==> config.mk <==
export PLATFORM = sky130hd
export DESIGN_NAME = clint_vec
export DESIGN_NICKNAME = d
export VERILOG_FILES = /design/src/rtl/clint_vec_pkg.sv /design/src/rtl/int_prio_enc.sv /design/src/rtl/clint_vec.sv
export SDC_FILE = /design/constraint.sdc
export NUM_CORES = 1
export LEC_CHECK = 0
export CAP_MARGIN = 10
export CORE_MARGIN = 4
export CORE_UTILIZATION = 44
export CTS_BUF_LIST = sky130_fd_sc_hd__clkbuf_4 sky130_fd_sc_hd__clkbuf_8 sky130_fd_sc_hd__clkbuf_16
export CTS_CLUSTER_SIZE = 10
export DETAILED_ROUTE_END_ITERATION = 10
export GPL_TIMING_DRIVEN = 0
export MAX_ROUTING_LAYER = met4
export PLACE_DENSITY = 0.85
export RECOVER_POWER = 25
export SLEW_MARGIN = 20
export SYNTH_ARGS = -nofsm -noshare
export SYNTH_HDL_FRONTEND = slang
export SYNTH_SLANG_ARGS = --single-unit
==> constraint.sdc <==
create_clock -name clk -period 2.3 [get_ports clk]
set_input_delay 0.345 -clock clk [delete_from_list [all_inputs] [get_ports clk]]
set_output_delay 0.345 -clock clk [all_outputs]
set_load 0.02 [all_outputs]
==> src/rtl/clint_vec_pkg.sv <==
// clint_vec_pkg: shared trap FSM encoding and CSR field constants for clint_vec.
package clint_vec_pkg;
  typedef enum logic [2:0] {S_IDLE, S_SAV, S_EPC, S_CAUSE, S_AINT, S_RET, S_ARET} state_t;
  localparam int MSTATUS_MIE_BIT = 3;
  localparam int MSTATUS_MPIE_BIT = 7;
  localparam logic [2:0] INT_WE_MSTATUS = 3'b001;
  localparam logic [2:0] INT_WE_MEPC = 3'b010;
  localparam logic [2:0] INT_WE_MCAUSE = 3'b100;
  function automatic int mcause_int_bit(input int data_w);
    return data_w - 1;
  endfunction
endpackage

==> src/rtl/int_prio_enc.sv <==
// int_prio_enc: lowest-index-wins priority encoder with valid flag.
module int_prio_enc #(
  parameter int N = 8,
  parameter int IDX_W = 3
) (
  input  logic [N-1:0]     i_req,
  output logic             o_valid,
  output logic [IDX_W-1:0] o_idx
);
  always_comb begin
    o_valid = |i_req;
    o_idx = '0;
    for (int i = N - 1; i >= 0; i--) if (i_req[i]) o_idx = IDX_W'(i);
  end
endmodule

==> src/rtl/clint_vec.sv <==
// clint_vec: multi-channel core-local interrupt controller with edge latching,
// fixed priority, sequenced CSR save, mret handling and vectored trap targets.
module clint_vec
  import clint_vec_pkg::*;
#(
  parameter int DATA_W = 16,
  parameter int ADDR_W = 16,
  parameter int INT_N = 8,
  parameter int VECTORED = 1
) (
  input  logic              clk,
  input  logic              rst_n,
  input  logic [INT_N-1:0]  int_req,
  input  logic [INT_N-1:0]  int_en,
  input  logic              global_int_en,
  input  logic              ret_req,
  input  logic [ADDR_W-1:0] inst_addr,
  input  logic              jump_flag,
  input  logic [ADDR_W-1:0] jump_addr,
  input  logic [DATA_W-1:0] csr_mtvec,
  input  logic [DATA_W-1:0] csr_mepc,
  input  logic [DATA_W-1:0] csr_mstatus,
  output logic              hold_flag_int,
  output logic [2:0]        int_we,
  output logic [DATA_W-1:0] int_mstatus,
  output logic [DATA_W-1:0] int_mepc,
  output logic [DATA_W-1:0] int_mcause,
  output logic              int_assert,
  output logic [ADDR_W-1:0] int_inst_addr,
  output logic [INT_N-1:0]  int_pending
);
  localparam int IDX_W = INT_N > 1 ? $clog2(INT_N) : 1;
  localparam int MC_BIT = mcause_int_bit(DATA_W);
  state_t r_state;
  logic [INT_N-1:0] r_req_q, r_pending;
  logic [IDX_W-1:0] r_idx;
  logic [ADDR_W-1:0] r_epc, r_inst_addr;
  logic [2:0] r_we;
  logic [DATA_W-1:0] r_mstatus, r_mepc, r_mcause;
  logic r_assert;
  logic w_valid, w_take;
  logic [IDX_W-1:0] w_idx;
  logic [INT_N-1:0] w_edge, w_clr;
  logic [DATA_W-1:0] w_sav_ms, w_ret_ms, w_mcause;
  logic [ADDR_W-1:0] w_base, w_target;
  int_prio_enc #(.N(INT_N), .IDX_W(IDX_W)) u_enc (
    .i_req(r_pending & int_en),
    .o_valid(w_valid),
    .o_idx(w_idx)
  );
  assign w_edge = int_req & ~r_req_q;
  assign w_take = (r_state == S_IDLE) && !ret_req && global_int_en && w_valid;
  assign w_clr = w_take ? INT_N'(1) << w_idx : '0;
  assign w_mcause = DATA_W'(r_idx) | (DATA_W'(1) << MC_BIT);
  assign w_base = ADDR_W'(csr_mtvec & ~DATA_W'(3));
  assign w_target = (VECTORED != 0 && csr_mtvec[0]) ? w_base + ADDR_W'({r_idx, 2'b00}) : w_base;
  always_comb begin
    w_sav_ms = csr_mstatus;
    w_sav_ms[MSTATUS_MPIE_BIT] = csr_mstatus[MSTATUS_MIE_BIT];
    w_sav_ms[MSTATUS_MIE_BIT] = 1'b0;
    w_ret_ms = csr_mstatus;
    w_ret_ms[MSTATUS_MIE_BIT] = csr_mstatus[MSTATUS_MPIE_BIT];
    w_ret_ms[MSTATUS_MPIE_BIT] = 1'b1;
  end
  // Outputs are computed on the transition so they are valid throughout each state.
  always_ff @(posedge clk) begin
    if (!rst_n) begin
      r_state <= S_IDLE;
      r_req_q <= '0;
      r_pending <= '0;
      r_idx <= '0;
      r_epc <= '0;
      r_we <= '0;
      r_mstatus <= '0;
      r_mepc <= '0;
      r_mcause <= '0;
      r_assert <= 1'b0;
      r_inst_addr <= '0;
    end else begin
      r_req_q <= int_req;
      r_pending <= (r_pending & ~w_clr) | w_edge;
      r_we <= '0;
      r_assert <= 1'b0;
      case (r_state)
        S_IDLE:
          if (ret_req) begin
            r_state <= S_RET;
            r_we <= INT_WE_MSTATUS;
            r_mstatus <= w_ret_ms;
          end else if (w_take) begin
            r_state <= S_SAV;
            r_we <= INT_WE_MSTATUS;
            r_mstatus <= w_sav_ms;
            r_idx <= w_idx;
            r_epc <= jump_flag ? jump_addr : inst_addr;
          end
        S_SAV: begin
          r_state <= S_EPC;
          r_we <= INT_WE_MEPC;
          r_mepc <= DATA_W'(r_epc);
        end
        S_EPC: begin
          r_state <= S_CAUSE;
          r_we <= INT_WE_MCAUSE;
          r_mcause <= w_mcause;
        end
        S_CAUSE: begin
          r_state <= S_AINT;
          r_assert <= 1'b1;
          r_inst_addr <= w_target;
        end
        S_RET: begin
          r_state <= S_ARET;
          r_assert <= 1'b1;
          r_inst_addr <= ADDR_W'(csr_mepc);
        end
        default: r_state <= S_IDLE;
      endcase
    end
  end
  assign hold_flag_int = r_state inside {S_SAV, S_EPC, S_CAUSE, S_RET};
  assign int_we = r_we;
  assign int_mstatus = r_mstatus;
  assign int_mepc = r_mepc;
  assign int_mcause = r_mcause;
  assign int_assert = r_assert;
  assign int_inst_addr = r_inst_addr;
  assign int_pending = r_pending;
endmodule

==> results_tabular.tex <==
\begin{tabular}{lr}
\hline
Metric & Value \\
\hline
\multicolumn{2}{l}{\textbf{Run status}} \\
\quad Outcome & finished clean \\
\multicolumn{2}{l}{\textbf{Floorplan}} \\
\quad Top-level port count & approximately 180 \\
\quad Placeable core region & a little under 10,000 um2 \\
\quad Number of cell rows & 36 \\
\quad Full die area & around 12,000 um2 \\
\quad Effective utilization at floorplan & a little under half \\
\quad Height of the die & 108 um \\
\quad DIE WIDTH & 108 um \\
\multicolumn{2}{l}{\textbf{GRT}} \\
\quad Pin count of the biggest net entering global routing & 18 \\
\quad Vias in the first global route & around 4,400 \\
\quad First-pass GRT wire length & about 21 mm \\
\quad Total grt overflow & 0 \\
\quad Antenna violations before repair & 1 \\
\quad GRT Total Usage & a little under a quarter \\
\multicolumn{2}{l}{\textbf{CTS}} \\
\quad Number of H-tree levels & 3 \\
\quad CTS max path bufs & 2 \\
\quad TritonCTS buffer count & 9 \\
\quad Clk\_lat worst skew & roughly 0.36 ns \\
\quad Clock tree from TritonCTS & done \\
\quad Clock slew at reported path FFs & 0.10 ns \\
\quad Buffer cell driving the clock tree root & sky130\_fd\_sc\_hd\_\_clkbuf\_8 \\
\quad TritonCTS Sinks & 94 \\
\quad Total of hold buffers inserted after clock tree synthesis & 0 \\
\multicolumn{2}{l}{\textbf{Layout}} \\
\quad Most common library cell in the layout ignoring fill and taps & sky130\_fd\_sc\_hd\_\_clkdlybuf4s50\_1 \\
\quad Sequential cell area in the final layout & $\sim$1900 um2 \\
\quad Share of layout cells above drive strength 1 & a little under a tenth \\
\quad Signed area change from the synthesized netlist to the final layout & 46.5\% \\
\quad Total area of multi-input combinational cells & 2280 um2 \\
\quad Final non-filler cell total & just over 800 \\
\quad Highest-count cells in the layout ignoring fill and taps & sky130\_fd\_sc\_hd\_\_clkdlybuf4s50\_1 (135), sky130\_fd\_sc\_hd\_\_dfxtp\_1 (93), sky130\_fd\_sc\_hd\_\_a21oi\_1 (64), sky130\_fd\_sc\_hd\_\_nand2\_1 (50), sky130\_fd\_sc\_hd\_\_nand3\_1 (33) \\
\quad Number of filler instances in the final layout & roughly 820 \\
\quad Finished Cell Area & around 6500 um2 \\
\quad Final-stage net count & 791 \\
\multicolumn{2}{l}{\textbf{Synthesis}} \\
\quad Post-synth EDFFs & 0 \\
\quad Most common flop cell mapped by yosys & sky130\_fd\_sc\_hd\_\_dfxtp\_1 \\
\quad Post-synth design cell area & 4430 um2 \\
\quad Yosys warning total & 0 \\
\quad Share of flip-flops with an asynchronous set or reset & 0\% \\
\quad Synth unique cells & between 50 and 60 \\
\quad Post-synthesis sequential area ratio & around 42\% \\
\quad Post-Synthesis Mean Instance Area & slightly below 9 um2 \\
\quad Gate count after technology mapping & approximately 500 \\
\quad Flip-flop and latch count after synthesis & 94 \\
\multicolumn{2}{l}{\textbf{STA}} \\
\quad Worst rel slew slack & between 40 and 50\% \\
\quad Worst slack on hold paths & around 0.45 ns \\
\quad Setup clock skew after layout & about 0.012 ns \\
\quad Count of endpoints failing hold in the final timing report & 0 \\
\quad Slew Limit Fails & 0 \\
\quad Min Tclk post-route & $\sim$2.2 ns \\
\quad Minimum setup slack in the final design & about 0.09 ns \\
\quad Transition time of the tightest slew-check pin & between 0.8 and 0.9 ns \\
\quad Final count of negative-setup-slack endpoints & 0 \\
\quad Period utilisation layout & 96.2\% \\
\quad Max Clk Rate & around 450 MHz \\
\quad RSZ-0062 raised after global routing & no \\
\multicolumn{2}{l}{\textbf{Drt}} \\
\quad Routed Antenna Nets & 0 \\
\quad DRT Pass-1 Iters & 5 \\
\quad DRC violations left & 0 \\
\quad DRC violation total after the first TritonRoute iteration & between 150 and 200 \\
\quad Total wirelength of the detailed-routed design & 13.5 mm \\
\quad Routed via count divided by cell count & around 5.4 \\
\quad Wire per inst & roughly 16 um \\
\quad Number of vias in the routed layout & 4,419 \\
\multicolumn{2}{l}{\textbf{Hold path}} \\
\quad Hold crit path type & in2reg \\
\quad Number of cells on the worst hold path & 3 \\
\multicolumn{2}{l}{\textbf{Critical path}} \\
\quad Slack of the worst reg-to-reg path & 0.28 ns \\
\quad CP Capture Type & primary output \\
\quad Critical Setup Path Class & reg2out \\
\quad Depth of the worst register-to-register path & 6 \\
\quad Origin of the worst setup path & r\_state[2] \\
\quad Required time of the critical path & about 2.0 ns \\
\quad Maximum fanout encountered on the critical timing path & 10 \\
\quad Data arrival time at the worst-slack endpoint & approximately 1.9 ns \\
\quad Destination of the worst register-to-register timing path & int\_inst\_addr[6] \\
\quad Kind of start point of the critical path & flop \\
\quad Launch point of the worst reg-to-reg path & r\_idx[0] \\
\quad Critical path destination & hold\_flag\_int \\
\multicolumn{2}{l}{\textbf{Place}} \\
\quad Post-detail-place hpwl & around 11 mm \\
\quad Dpl ws & -0.0873 ns \\
\quad Final weighted congestion in routability-driven placement & about 0.93 \\
\quad Placed cell count & approximately 800 \\
\quad Count of port buffers added during placement & between 150 and 200 \\
\quad Instance area at placement & 6260 um2 \\
\multicolumn{2}{l}{\textbf{Flow run}} \\
\quad MaxCap Viol Count & 0 \\
\multicolumn{2}{l}{\textbf{Power}} \\
\quad P\_leak & between 0.002 and 0.0025 uW \\
\quad Maximum resistive drop on vdd & 448 uV \\
\quad Power density over the cells & slightly below 700 nW/um2 \\
\hline
\end{tabular}
==> metrics by stage <==
stage	setup TNS, ns	utilization (%)	total power, uW
after floorplan	0	-	2690
after global placement	-0.307	64.0	3240
after detailed placement	-0.876	64.0	3280
after CTS	0	66.4	4520
after global routing	0	66.4	4720
final	0	66.4	4500
==> power breakdown <==
part           switching (uW)  total (uW)  internal, uW
sequential               98.9        1880          1780
combinational             742        1360           619
clock                     626        1250           628
total                    1470        4500          3030
==> logic make-up (layout without fill, tap and decap cells) <==
| kind of cell | Yosys count | after routing | synth area share (%) |
|---|---|---|---|
| buffers and inverters | 55 | 233 | 6.89 |
| AOI/OAI and AO/OA | 153 | 153 | 23.2 |
| muxes | 23 | 23 | 5.25 |
| DFF | 94 | 94 | 42.5 |
| adders and majority gates | 4 | 4 | 1.30 |
| and+or+nand+nor | 162 | 162 | 18.8 |
| xor gates and xnor gates | 10 | 10 | 1.98 |
| other | 1 | 13 | 0.0846 |
==> per-layer routing <==
metal / up-vias / GRT usage (%) / wire [um] / part of all wire (%)
met5: - / - / 0 / 0
met4: 0 / 7.39 / 276 / 2.0
li1: 2153 / - / - / -
met2: 204 / 40.4 / 6690 / 49
met1: 2033 / 27.0 / 5450 / 40
met3: 29 / 5.49 / 1120 / 8.3
==> cells in the mapped netlist (2+ instances only) <==
library cell,instances,area [um2]
sky130_fd_sc_hd__dfxtp_1,94,1880
sky130_fd_sc_hd__a21oi_1,64,320
sky130_fd_sc_hd__nand2_1,50,188
sky130_fd_sc_hd__nand3_1,33,165
sky130_fd_sc_hd__clkbuf_1,22,82.6
sky130_fd_sc_hd__mux2i_1,21,210
sky130_fd_sc_hd__nor2_1,18,67.6
sky130_fd_sc_hd__o21ai_0,17,85.1
sky130_fd_sc_hd__buf_4,15,113
sky130_fd_sc_hd__and2_1,12,75.1
sky130_fd_sc_hd__nand2b_1,11,68.8
sky130_fd_sc_hd__a211oi_1,10,75.1
sky130_fd_sc_hd__a211oi_2,10,125
sky130_fd_sc_hd__o21ai_1,10,50.1
sky130_fd_sc_hd__nor3_1,9,45.0
sky130_fd_sc_hd__inv_1,8,30.0
sky130_fd_sc_hd__xnor2_1,8,70.1
sky130_fd_sc_hd__nor2b_1,7,43.8
sky130_fd_sc_hd__a31oi_1,6,37.5
sky130_fd_sc_hd__o211ai_1,6,45.0
sky130_fd_sc_hd__buf_6,5,56.3
sky130_fd_sc_hd__nor4_1,5,31.3
sky130_fd_sc_hd__o22ai_1,5,31.3
sky130_fd_sc_hd__a22oi_1,4,30.0
sky130_fd_sc_hd__a22oi_2,4,50.1
sky130_fd_sc_hd__buf_2,4,20.0
sky130_fd_sc_hd__a2bb2oi_1,3,26.3
sky130_fd_sc_hd__ha_1,3,37.5
sky130_fd_sc_hd__nand3b_1,3,22.5
sky130_fd_sc_hd__a21bo_2,2,20.0
sky130_fd_sc_hd__a21boi_0,2,15.0
sky130_fd_sc_hd__a22o_1,2,17.5
sky130_fd_sc_hd__mux2_2,2,22.5
sky130_fd_sc_hd__nand4_1,2,12.5
sky130_fd_sc_hd__nor3b_1,2,15.0
sky130_fd_sc_hd__xor2_1,2,17.5
==> area by class of cell <==
| cell class | instances | area share (%) |
|---|---|---|
| multi-input combinational | 364 | 35.2 |
| sequential | 94 | 29.0 |
| timing repair buffer | 162 | 25.0 |
| buffer | 46 | 4.20 |
| tap | 133 | 2.56 |
| clock buffer | 9 | 1.91 |
| clock inverter | 7 | 1.60 |
| inverter | 9 | 0.520 |
| antenna | 1 | 0.0385 |
==> worst max-delay path: stages, from the launching register on <==
cell and delay, ns:
sky130_fd_sc_hd__dfxtp_2 0.37, sky130_fd_sc_hd__clkbuf_2 0.19, sky130_fd_sc_hd__nand2b_1 0.20, sky130_fd_sc_hd__o21ai_0 0.09, sky130_fd_sc_hd__clkdlybuf4s50_1 0.67
==> what timing repair did <==
item / in CTS / in global routing
setup buffers: 0 / 0
setup endpoints to repair: 1 / 1
resized for setup: 1 / 1
==> flip-flops by register name, summed over array words and instances (netlist names) <==
signal	flops
int_inst_addr	16
int_mepc	16
int_mstatus	16
r_epc	16
int_pending	8
r_req_q	8
int_mcause	4
int_we	3
r_idx	3
r_state	3
int_assert	1
==> how the worst min path moves through the flow <==
stage,startpoint,slack (ns),to
after floorplan,r_epc[0],0.43,int_mepc[0]
after global placement,r_epc[3],0.44,int_mepc[3]
after detailed placement,r_epc[9],0.45,int_mepc[9]
after CTS,jump_flag,0.43,r_epc[5]
after global routing,jump_flag,0.44,r_epc[5]
final,jump_flag,0.45,r_epc[5]
No activity file was read; power rests on OpenSTA's default activity.
